--- config.mk ---
export PLATFORM = sky130hd
export DESIGN_NAME = fcmp_arbiter_ctrl_flat
export DESIGN_NICKNAME = d
export VERILOG_FILES = /design/src/rtl/fcmp_arbiter_ctrl_if.sv /design/src/rtl/fcmp_arbiter_ctrl.sv /design/src/flat_wrapper.sv
export SDC_FILE = /design/constraint.sdc
export NUM_CORES = 1
export LEC_CHECK = 0
export BUFFER_PORTS_ARGS = -buffer_cell sky130_fd_sc_hd__buf_2
export CORE_UTILIZATION = 56
export DETAILED_ROUTE_END_ITERATION = 12
export PLACE_DENSITY = 0.95
export RECOVER_POWER = 25
export SLEW_MARGIN = 25
export SYNTH_ARGS = -nofsm -noshare
export SYNTH_HDL_FRONTEND = slang
export SYNTH_SLANG_ARGS = --single-unit
--- constraint.sdc ---
create_clock -name clock -period 9.1 [get_ports clock]
set_input_delay 0.91 -clock clock [delete_from_list [all_inputs] [get_ports clock]]
set_output_delay 0.91 -clock clock [all_outputs]
set_load 0.01 [all_outputs]
--- src/rtl/fcmp_arbiter_ctrl_if.sv ---
// Request/response bundle for the shared FCMP unit: two requesters in, one response out.
interface fcmp_arbiter_ctrl_if #(parameter int TAG_W = 4);
  logic             req0_valid, req0_ready;
  logic [2:0]       req0_op;
  logic [32:0]      req0_a, req0_b;
  logic [TAG_W-1:0] req0_tag;
  logic             req1_valid, req1_ready;
  logic [2:0]       req1_op;
  logic [32:0]      req1_a, req1_b;
  logic [TAG_W-1:0] req1_tag;
  logic             resp_valid, resp_ready, resp_src;
  logic [TAG_W-1:0] resp_tag;
  logic [32:0]      resp_data;
  logic [4:0]       resp_exc;
  logic             flags_clr;
  logic [4:0]       flags_acc;
  logic             busy;

  modport slave (
    input  req0_valid, req0_op, req0_a, req0_b, req0_tag,
    input  req1_valid, req1_op, req1_a, req1_b, req1_tag,
    input  resp_ready, flags_clr,
    output req0_ready, req1_ready, resp_valid, resp_src, resp_tag,
    output resp_data, resp_exc, flags_acc, busy
  );

  modport master (
    output req0_valid, req0_op, req0_a, req0_b, req0_tag,
    output req1_valid, req1_op, req1_a, req1_b, req1_tag,
    output resp_ready, flags_clr,
    input  req0_ready, req1_ready, resp_valid, resp_src, resp_tag,
    input  resp_data, resp_exc, flags_acc, busy
  );
endinterface

--- src/rtl/fcmp_arbiter_ctrl.sv ---
// Two-requester arbiter around one recoded-F32 comparator, 2-stage pipe with backpressure
// and sticky exception flags.
module fcmp_arbiter_ctrl #(
  parameter int TAG_W = 4,
  parameter bit RR_EN = 1'b1
) (
  input logic             clock,
  input logic             reset_n,
  fcmp_arbiter_ctrl_if.slave bus
);
  localparam logic [2:0]  OP_FEQ = 3'd0, OP_FLT = 3'd1, OP_FLE = 3'd2,
                          OP_FMIN = 3'd3, OP_FMAX = 3'd4;
  localparam logic [32:0] CANON_NAN = 33'h0_E040_0000;

  typedef struct packed {
    logic [2:0]       op;
    logic [32:0]      a;
    logic [32:0]      b;
    logic [TAG_W-1:0] tag;
    logic             src;
  } s1_t;

  s1_t              s1;
  logic             s1_valid, s2_valid, rr_ptr;
  logic             adv1, adv2, grant0, grant1, resp_hs;
  logic             resp_src;
  logic [TAG_W-1:0] resp_tag;
  logic [32:0]      resp_data, res_data;
  logic [4:0]       resp_exc, res_exc, flags_acc;

  assign adv2    = !s2_valid | bus.resp_ready;
  assign adv1    = !s1_valid | adv2;
  assign grant0  = bus.req0_valid & (!bus.req1_valid | !RR_EN | !rr_ptr);
  assign grant1  = bus.req1_valid & !grant0;
  assign resp_hs = s2_valid & bus.resp_ready;

  assign bus.req0_ready = adv1 & grant0;
  assign bus.req1_ready = adv1 & grant1;
  assign bus.resp_valid = s2_valid;
  assign bus.resp_src   = resp_src;
  assign bus.resp_tag   = resp_tag;
  assign bus.resp_data  = resp_data;
  assign bus.resp_exc   = resp_exc;
  assign bus.flags_acc  = flags_acc;
  assign bus.busy       = s1_valid | s2_valid;

  // Comparator on recoded operands: exp[8:6] = 000 zero, 110 inf, 111 NaN.
  logic       sign_a, sign_b, nan_a, nan_b, snan_a, snan_b, signaling;
  logic       both_zero, both_inf, eq_exps, lt_mags, eq_mags, ordered;
  logic       lt, eq, invalid;
  logic [8:0] exp_a, exp_b;

  always_comb begin
    sign_a    = s1.a[32];
    sign_b    = s1.b[32];
    exp_a     = s1.a[31:23];
    exp_b     = s1.b[31:23];
    nan_a     = exp_a[8:6] == 3'b111;
    nan_b     = exp_b[8:6] == 3'b111;
    snan_a    = nan_a & !s1.a[22];
    snan_b    = nan_b & !s1.b[22];
    both_zero = (exp_a[8:6] == 3'b000) & (exp_b[8:6] == 3'b000);
    both_inf  = (exp_a[8:6] == 3'b110) & (exp_b[8:6] == 3'b110);
    eq_exps   = exp_a == exp_b;
    lt_mags   = (exp_a < exp_b) | (eq_exps & (s1.a[22:0] < s1.b[22:0]));
    eq_mags   = eq_exps & (s1.a[22:0] == s1.b[22:0]);
    ordered   = !nan_a & !nan_b;
    signaling = (s1.op == OP_FLT) | (s1.op == OP_FLE);
    lt = ordered & !both_zero & ((sign_a & !sign_b) |
         (!both_inf & ((sign_a & !lt_mags & !eq_mags) | (!sign_b & lt_mags))));
    eq = ordered & (both_zero | ((sign_a == sign_b) & (both_inf | eq_mags)));
    invalid = snan_a | snan_b | (signaling & !ordered);
  end

  // Sign tie-break on eq orders -0 below +0 for FMIN/FMAX.
  always_comb begin
    res_data = '0;
    res_exc  = '0;
    case (s1.op)
      OP_FEQ: res_data = {32'b0, eq};
      OP_FLT: res_data = {32'b0, lt};
      OP_FLE: res_data = {32'b0, lt | eq};
      OP_FMIN, OP_FMAX: begin
        if (nan_a & nan_b)  res_data = CANON_NAN;
        else if (nan_a)     res_data = s1.b;
        else if (nan_b)     res_data = s1.a;
        else if (s1.op == OP_FMIN)
          res_data = (lt | (eq & sign_a)) ? s1.a : s1.b;
        else
          res_data = ((!lt & !eq) | (eq & !sign_a)) ? s1.a : s1.b;
      end
      default: res_data = '0;
    endcase
    if (s1.op <= OP_FMAX) res_exc = {invalid, 4'b0};
  end

  always_ff @(posedge clock or negedge reset_n) begin
    if (!reset_n) begin
      s1        <= '0;
      s1_valid  <= 1'b0;
      s2_valid  <= 1'b0;
      rr_ptr    <= 1'b0;
      resp_src  <= 1'b0;
      resp_tag  <= '0;
      resp_data <= '0;
      resp_exc  <= '0;
      flags_acc <= '0;
    end else begin
      if (adv1) begin
        s1_valid <= grant0 | grant1;
        if (grant0) begin
          s1     <= '{op: bus.req0_op, a: bus.req0_a, b: bus.req0_b, tag: bus.req0_tag, src: 1'b0};
          rr_ptr <= 1'b1;
        end else if (grant1) begin
          s1     <= '{op: bus.req1_op, a: bus.req1_a, b: bus.req1_b, tag: bus.req1_tag, src: 1'b1};
          rr_ptr <= 1'b0;
        end
      end
      if (adv2) begin
        s2_valid <= s1_valid;
        if (s1_valid) begin
          resp_src  <= s1.src;
          resp_tag  <= s1.tag;
          resp_data <= res_data;
          resp_exc  <= res_exc;
        end
      end
      // A clear racing a handshake keeps the incoming flag.
      if (bus.flags_clr)  flags_acc <= resp_hs ? resp_exc : 5'b0;
      else if (resp_hs)   flags_acc <= flags_acc | resp_exc;
    end
  end
endmodule

--- src/flat_wrapper.sv ---
// flat-port wrapper written by rule: the top's interface ports become plain ports
module fcmp_arbiter_ctrl_flat 
#(
  parameter int TAG_W = 4,
  parameter bit RR_EN = 1'b1
)
  (clock, reset_n, bus_req0_valid, bus_req0_op, bus_req0_a, bus_req0_b, bus_req0_tag, bus_req1_valid, bus_req1_op, bus_req1_a, bus_req1_b, bus_req1_tag, bus_resp_ready, bus_flags_clr, bus_req0_ready, bus_req1_ready, bus_resp_valid, bus_resp_src, bus_resp_tag, bus_resp_data, bus_resp_exc, bus_flags_acc, bus_busy);
  fcmp_arbiter_ctrl_if #(.TAG_W(TAG_W)) bus_i ();
  input logic clock;
  input logic reset_n;
  input wire logic [$bits(bus_i.req0_valid)-1:0] bus_req0_valid;
  input wire logic [$bits(bus_i.req0_op)-1:0] bus_req0_op;
  input wire logic [$bits(bus_i.req0_a)-1:0] bus_req0_a;
  input wire logic [$bits(bus_i.req0_b)-1:0] bus_req0_b;
  input wire logic [$bits(bus_i.req0_tag)-1:0] bus_req0_tag;
  input wire logic [$bits(bus_i.req1_valid)-1:0] bus_req1_valid;
  input wire logic [$bits(bus_i.req1_op)-1:0] bus_req1_op;
  input wire logic [$bits(bus_i.req1_a)-1:0] bus_req1_a;
  input wire logic [$bits(bus_i.req1_b)-1:0] bus_req1_b;
  input wire logic [$bits(bus_i.req1_tag)-1:0] bus_req1_tag;
  input wire logic [$bits(bus_i.resp_ready)-1:0] bus_resp_ready;
  input wire logic [$bits(bus_i.flags_clr)-1:0] bus_flags_clr;
  output wire logic [$bits(bus_i.req0_ready)-1:0] bus_req0_ready;
  output wire logic [$bits(bus_i.req1_ready)-1:0] bus_req1_ready;
  output wire logic [$bits(bus_i.resp_valid)-1:0] bus_resp_valid;
  output wire logic [$bits(bus_i.resp_src)-1:0] bus_resp_src;
  output wire logic [$bits(bus_i.resp_tag)-1:0] bus_resp_tag;
  output wire logic [$bits(bus_i.resp_data)-1:0] bus_resp_data;
  output wire logic [$bits(bus_i.resp_exc)-1:0] bus_resp_exc;
  output wire logic [$bits(bus_i.flags_acc)-1:0] bus_flags_acc;
  output wire logic [$bits(bus_i.busy)-1:0] bus_busy;
  assign bus_i.req0_valid = bus_req0_valid;
  assign bus_i.req0_op = bus_req0_op;
  assign bus_i.req0_a = bus_req0_a;
  assign bus_i.req0_b = bus_req0_b;
  assign bus_i.req0_tag = bus_req0_tag;
  assign bus_i.req1_valid = bus_req1_valid;
  assign bus_i.req1_op = bus_req1_op;
  assign bus_i.req1_a = bus_req1_a;
  assign bus_i.req1_b = bus_req1_b;
  assign bus_i.req1_tag = bus_req1_tag;
  assign bus_i.resp_ready = bus_resp_ready;
  assign bus_i.flags_clr = bus_flags_clr;
  assign bus_req0_ready = bus_i.req0_ready;
  assign bus_req1_ready = bus_i.req1_ready;
  assign bus_resp_valid = bus_i.resp_valid;
  assign bus_resp_src = bus_i.resp_src;
  assign bus_resp_tag = bus_i.resp_tag;
  assign bus_resp_data = bus_i.resp_data;
  assign bus_resp_exc = bus_i.resp_exc;
  assign bus_flags_acc = bus_i.flags_acc;
  assign bus_busy = bus_i.busy;
  fcmp_arbiter_ctrl #(.TAG_W(TAG_W), .RR_EN(RR_EN)) u_core (.clock(clock), .reset_n(reset_n), .bus(bus_i));
endmodule
==> impl_metrics.yaml <==
outcome:
  status: "finished with violations"
  violations: "capacitance limit, slew limit"
clock_network:
  cts-htree-levels: 4
  clockBufferDepth: 2
  ctsResizeCount: 0
  cts-root-buf: "clkbuf_16"
  cts_hold_buf: 0
  cts_sinks: 117
  tritoncts: "yes"
  path_clk_slew_ns: 0.06
  insertion_delay_ns: 0.42
  cts_setup_buffers: 0
  numCtsBuffers: 17
drt:
  wl_per_cell_microns: 16.6
  detail_route.wirelength_mm: 18.1
  vias_per_cell: 5.86
  first_pass_iters: 5
  dr_total_vias: 6392
  drt-initial-drc-count: 411
  route.detailed.drc: 0
  final_antenna_net_count: 0
floorplan:
  start_util_pct: 57.9
  core_sq_um: 11500
  row_count: 39
  die_height_microns: 111
  num_io_pins: 204
  die_w_microns: 111
  dieArea_sq_um: 12300
worst_hold_path:
  min-delay-start: "u_core.rr_ptr$_DFFE_PN0P_"
  worstHoldPathCells: 1
  hold_path_class: "flip-flop to flip-flop"
  min_to: "u_core.rr_ptr$_DFFE_PN0P_"
logic_synthesis:
  ys_warn_count: 0
  synthCells: 765
  synth_cell_type_count: 62
  ys_ff_latch: 117
  synthFlopType: "dfrtp_1"
  synth_edf_count: 0
  synth.cell_area_sq_um: 6640
  syn_avg_cell_area_sq_um: 8.67
  async_flop_share_pct: 100
  ys_seq_area_share_pct: 44.1
global_route:
  overflow: 0
  grt_antenna_before_repair: 0
  grtUsageTotal_pct: 30.6
  grt_max_degree: 80
  grt_pass1_vias: 6249
  grt_pass1_wl_mm: 29.9
placement:
  pre_cts_slack_ns: 5.33
  place.gp.congestion: 0.901
  dp_hpwl_mm: 12.4
  io_buffer_count: 195
sta:
  rsz0062_at_grt: "false"
  worst_slack_ns: 5.28
  hold_viol: 0
  setup_viol: 0
  drv_slew: 94
  worst_pin_slew_ns: 2.68
  fin_setup_tns_ns: 0
  period_minus_slack_ns: 3.82
  relSlewSlack_pct: -78.5
  fmax_mhz: 262
  fin_skew_ns: 0.00748
  period_share_pct: 42.0
critical_path:
  start_kind: "flip-flop"
  cpPeakStageDelay_ns: 0.45
  worst_path_max_delay_cell: "o21a_1"
  worstPathMaxFanout: 16
  crit_path_end_kind: "flip-flop"
  critPathKind: "flip-flop to flip-flop"
  cp.required_ns: 9.39
  cp.arrival_ns: 4.11
  reg2reg_depth: 12
  crit_path_cell_trace: "inv_1 > ha_1 > nand4_1 > or3_4 > a2111oi_4 > nand4_2 > a211o_1 > a31o_1 > and2_4 > o21a_1 > buf_6 > a221o_1"
  reg2reg_from: "u_core.exp_b[8]$_DFFE_PN0P_"
  rrSetupSlack_ns: 5.28
  reg2reg_to: "u_core.bus.resp_data[2]$_DFFE_PN0P_"
cells_and_area:
  fin_util_pct: 71.8
  synthToLayoutAreaGrowth_pct: 24.0
  antenna_cells: 0
  fin_nets: 1119
  drive_gt1_share_pct: 25.0
pwr:
  p_leak_nw: 4.09
  power_density_nw_per_um2: 246
  power.total_mw: 2.03
  ir_drop_mv: 0.208
job:
  maxCapViolCount: 2
[stage by stage]
| step | instance area [sq um] | instances | hold slack [ns] |
|---|---|---|---|
| 5_1_grt | 8230 | 1090 | 0.491 |
| 3_5_place_dp | 7590 | 1058 | 0.466 |
| 6_report | 8230 | 1090 | 0.481 |
| 2_1_floorplan | 6660 | 772 | 0.450 |
| 3_3_place_gp | 7580 | 1057 | 0.462 |
| 4_1_cts | 8260 | 1090 | 0.479 |
[Yosys cell counts (all sizes together) (2+ instances only)]
cell	n	area (sq um)
a211o	2	17.5
a211oi	5	37.5
a21o	3	22.5
a21oi	31	166
a221o	28	280
a22o	3	26.3
a22oi	2	15.0
a31o	2	17.5
a31oi	61	382
a32oi	2	17.5
a41oi	2	17.5
and2	32	203
and3	3	18.8
buf	18	139
clkbuf	39	146
dfrtp	117	2930
ha	33	413
inv	36	135
mux2	5	56.3
nand2	148	558
nand2b	3	18.8
nand3	13	65.1
nand3b	14	105
nand4	6	43.8
nor2	93	349
nor2b	3	18.8
nor3	4	20.0
nor4	4	40.0
o211ai	3	27.5
o21a	5	37.5
o21ai	26	130
or2	2	12.5
[cells in the final DEF (no fill, tap or decap), types with 3 or more instances in the layout]
| cell | netlist | final |
|---|---|---|
| nand3b_1 | 14 | 14 |
| o21a_1 | 5 | 4 |
| nor2b_1 | 3 | 3 |
| conb_1 | 1 | 8 |
| a21o_1 | 3 | 3 |
| mux2_2 | 5 | 5 |
| a211oi_1 | 5 | 5 |
| nand3_1 | 13 | 13 |
| o21ai_0 | 22 | 22 |
| clkbuf_1 | 39 | 15 |
| dfrtp_1 | 117 | 117 |
| o21ai_1 | 4 | 4 |
| a31oi_1 | 61 | 61 |
| nand4_1 | 5 | 5 |
| buf_2 | 3 | 181 |
| a21oi_1 | 30 | 30 |
| a221o_1 | 28 | 28 |
| nor2_1 | 93 | 93 |
| and2_1 | 31 | 30 |
| nand2_1 | 147 | 146 |
| inv_1 | 36 | 36 |
| ha_1 | 33 | 33 |
| nor3_1 | 4 | 4 |
| bufinv_16 | 0 | 5 |
| buf_4 | 8 | 3 |
| and3_1 | 3 | 3 |
| nor4_1 | 3 | 3 |
| clkinvlp_4 | 0 | 3 |
| nand2b_1 | 3 | 3 |
| clkbuf_16 | 0 | 17 |
| clkbuf_8 | 0 | 3 |
| a22o_1 | 3 | 3 |
[worst max-delay path: cells and delay by family, from the launching register on]
kind            cells  cell delay, ns
fa+ha+maj           1            0.32
simple gates        4            0.89
compound gates      5            1.62
buf+inv             2            0.40
flops               1            0.44
[final cells by class]
| class | instances | area [sq um] |
|---|---|---|
| multi-input combinational | 562 | 3330 |
| fill | 867 | 3240 |
| sequential | 117 | 2930 |
| timing repair buffer | 200 | 996 |
| clock buffer | 20 | 467 |
| clock inverter | 12 | 200 |
| tap | 143 | 179 |
| inverter | 36 | 135 |
[report_power, final]
| part | total [mW] | internal [mW] | switching [mW] |
|---|---|---|---|
| registers | 0.734 | 0.633 | 0.101 |
| logic | 0.544 | 0.233 | 0.311 |
| clock network | 0.750 | 0.507 | 0.243 |
[cells by family after synthesis]
family | synth area share [%]
AO/OA/AOI/OAI | 19.8
multiplexers | 0.999
adder cells (fa/ha/maj) | 6.22
buffers and inverters | 6.33
flip-flops | 44.1
XOR/XNOR | 0.132
other | 0.0565
AND/OR/NAND/NOR | 22.3
[layer usage]
| layer | part of all wire [%] | track usage, % | vias to the layer above |
|---|---|---|---|
| li1 | - | - | 3008 |
| met1 | 42 | 38.1 | 3017 |
| met2 | 49 | 51.4 | 320 |
| met3 | 7.2 | 6.12 | 47 |
| met4 | 2.6 | 14.3 | 0 |
| met5 | 0 | 0 | - |
[state kept, by name, summed over array words and instances, names as in the netlist]
signal and cells:
u_core.bus.flags_acc 1, u_core.bus.resp_data 33, u_core.bus.resp_exc 1, u_core.bus.resp_src 1, u_core.bus.resp_tag 4, u_core.bus.resp_valid 1
u_core.exp_a 9, u_core.exp_b 9, u_core.rr_ptr 1, u_core.s1 56, u_core.s1_valid 1
[worst max-delay path by stage]
stage / startpoint / slack [ns] / end
after floorplan: u_core.exp_b[7]$_DFFE_PN0P_ / 5.71 / u_core.bus.resp_data[10]$_DFFE_PN0P_
after global placement: u_core.exp_b[8]$_DFFE_PN0P_ / 5.34 / u_core.bus.resp_data[11]$_DFFE_PN0P_
after detailed placement: u_core.exp_b[6]$_DFFE_PN0P_ / 5.33 / u_core.bus.resp_data[12]$_DFFE_PN0P_
after CTS: u_core.exp_b[8]$_DFFE_PN0P_ / 5.31 / u_core.bus.resp_data[2]$_DFFE_PN0P_
after global routing: u_core.exp_b[6]$_DFFE_PN0P_ / 5.08 / u_core.bus.resp_data[12]$_DFFE_PN0P_
final: u_core.exp_b[8]$_DFFE_PN0P_ / 5.28 / u_core.bus.resp_data[2]$_DFFE_PN0P_
Power figures use the tool's default switching activity.
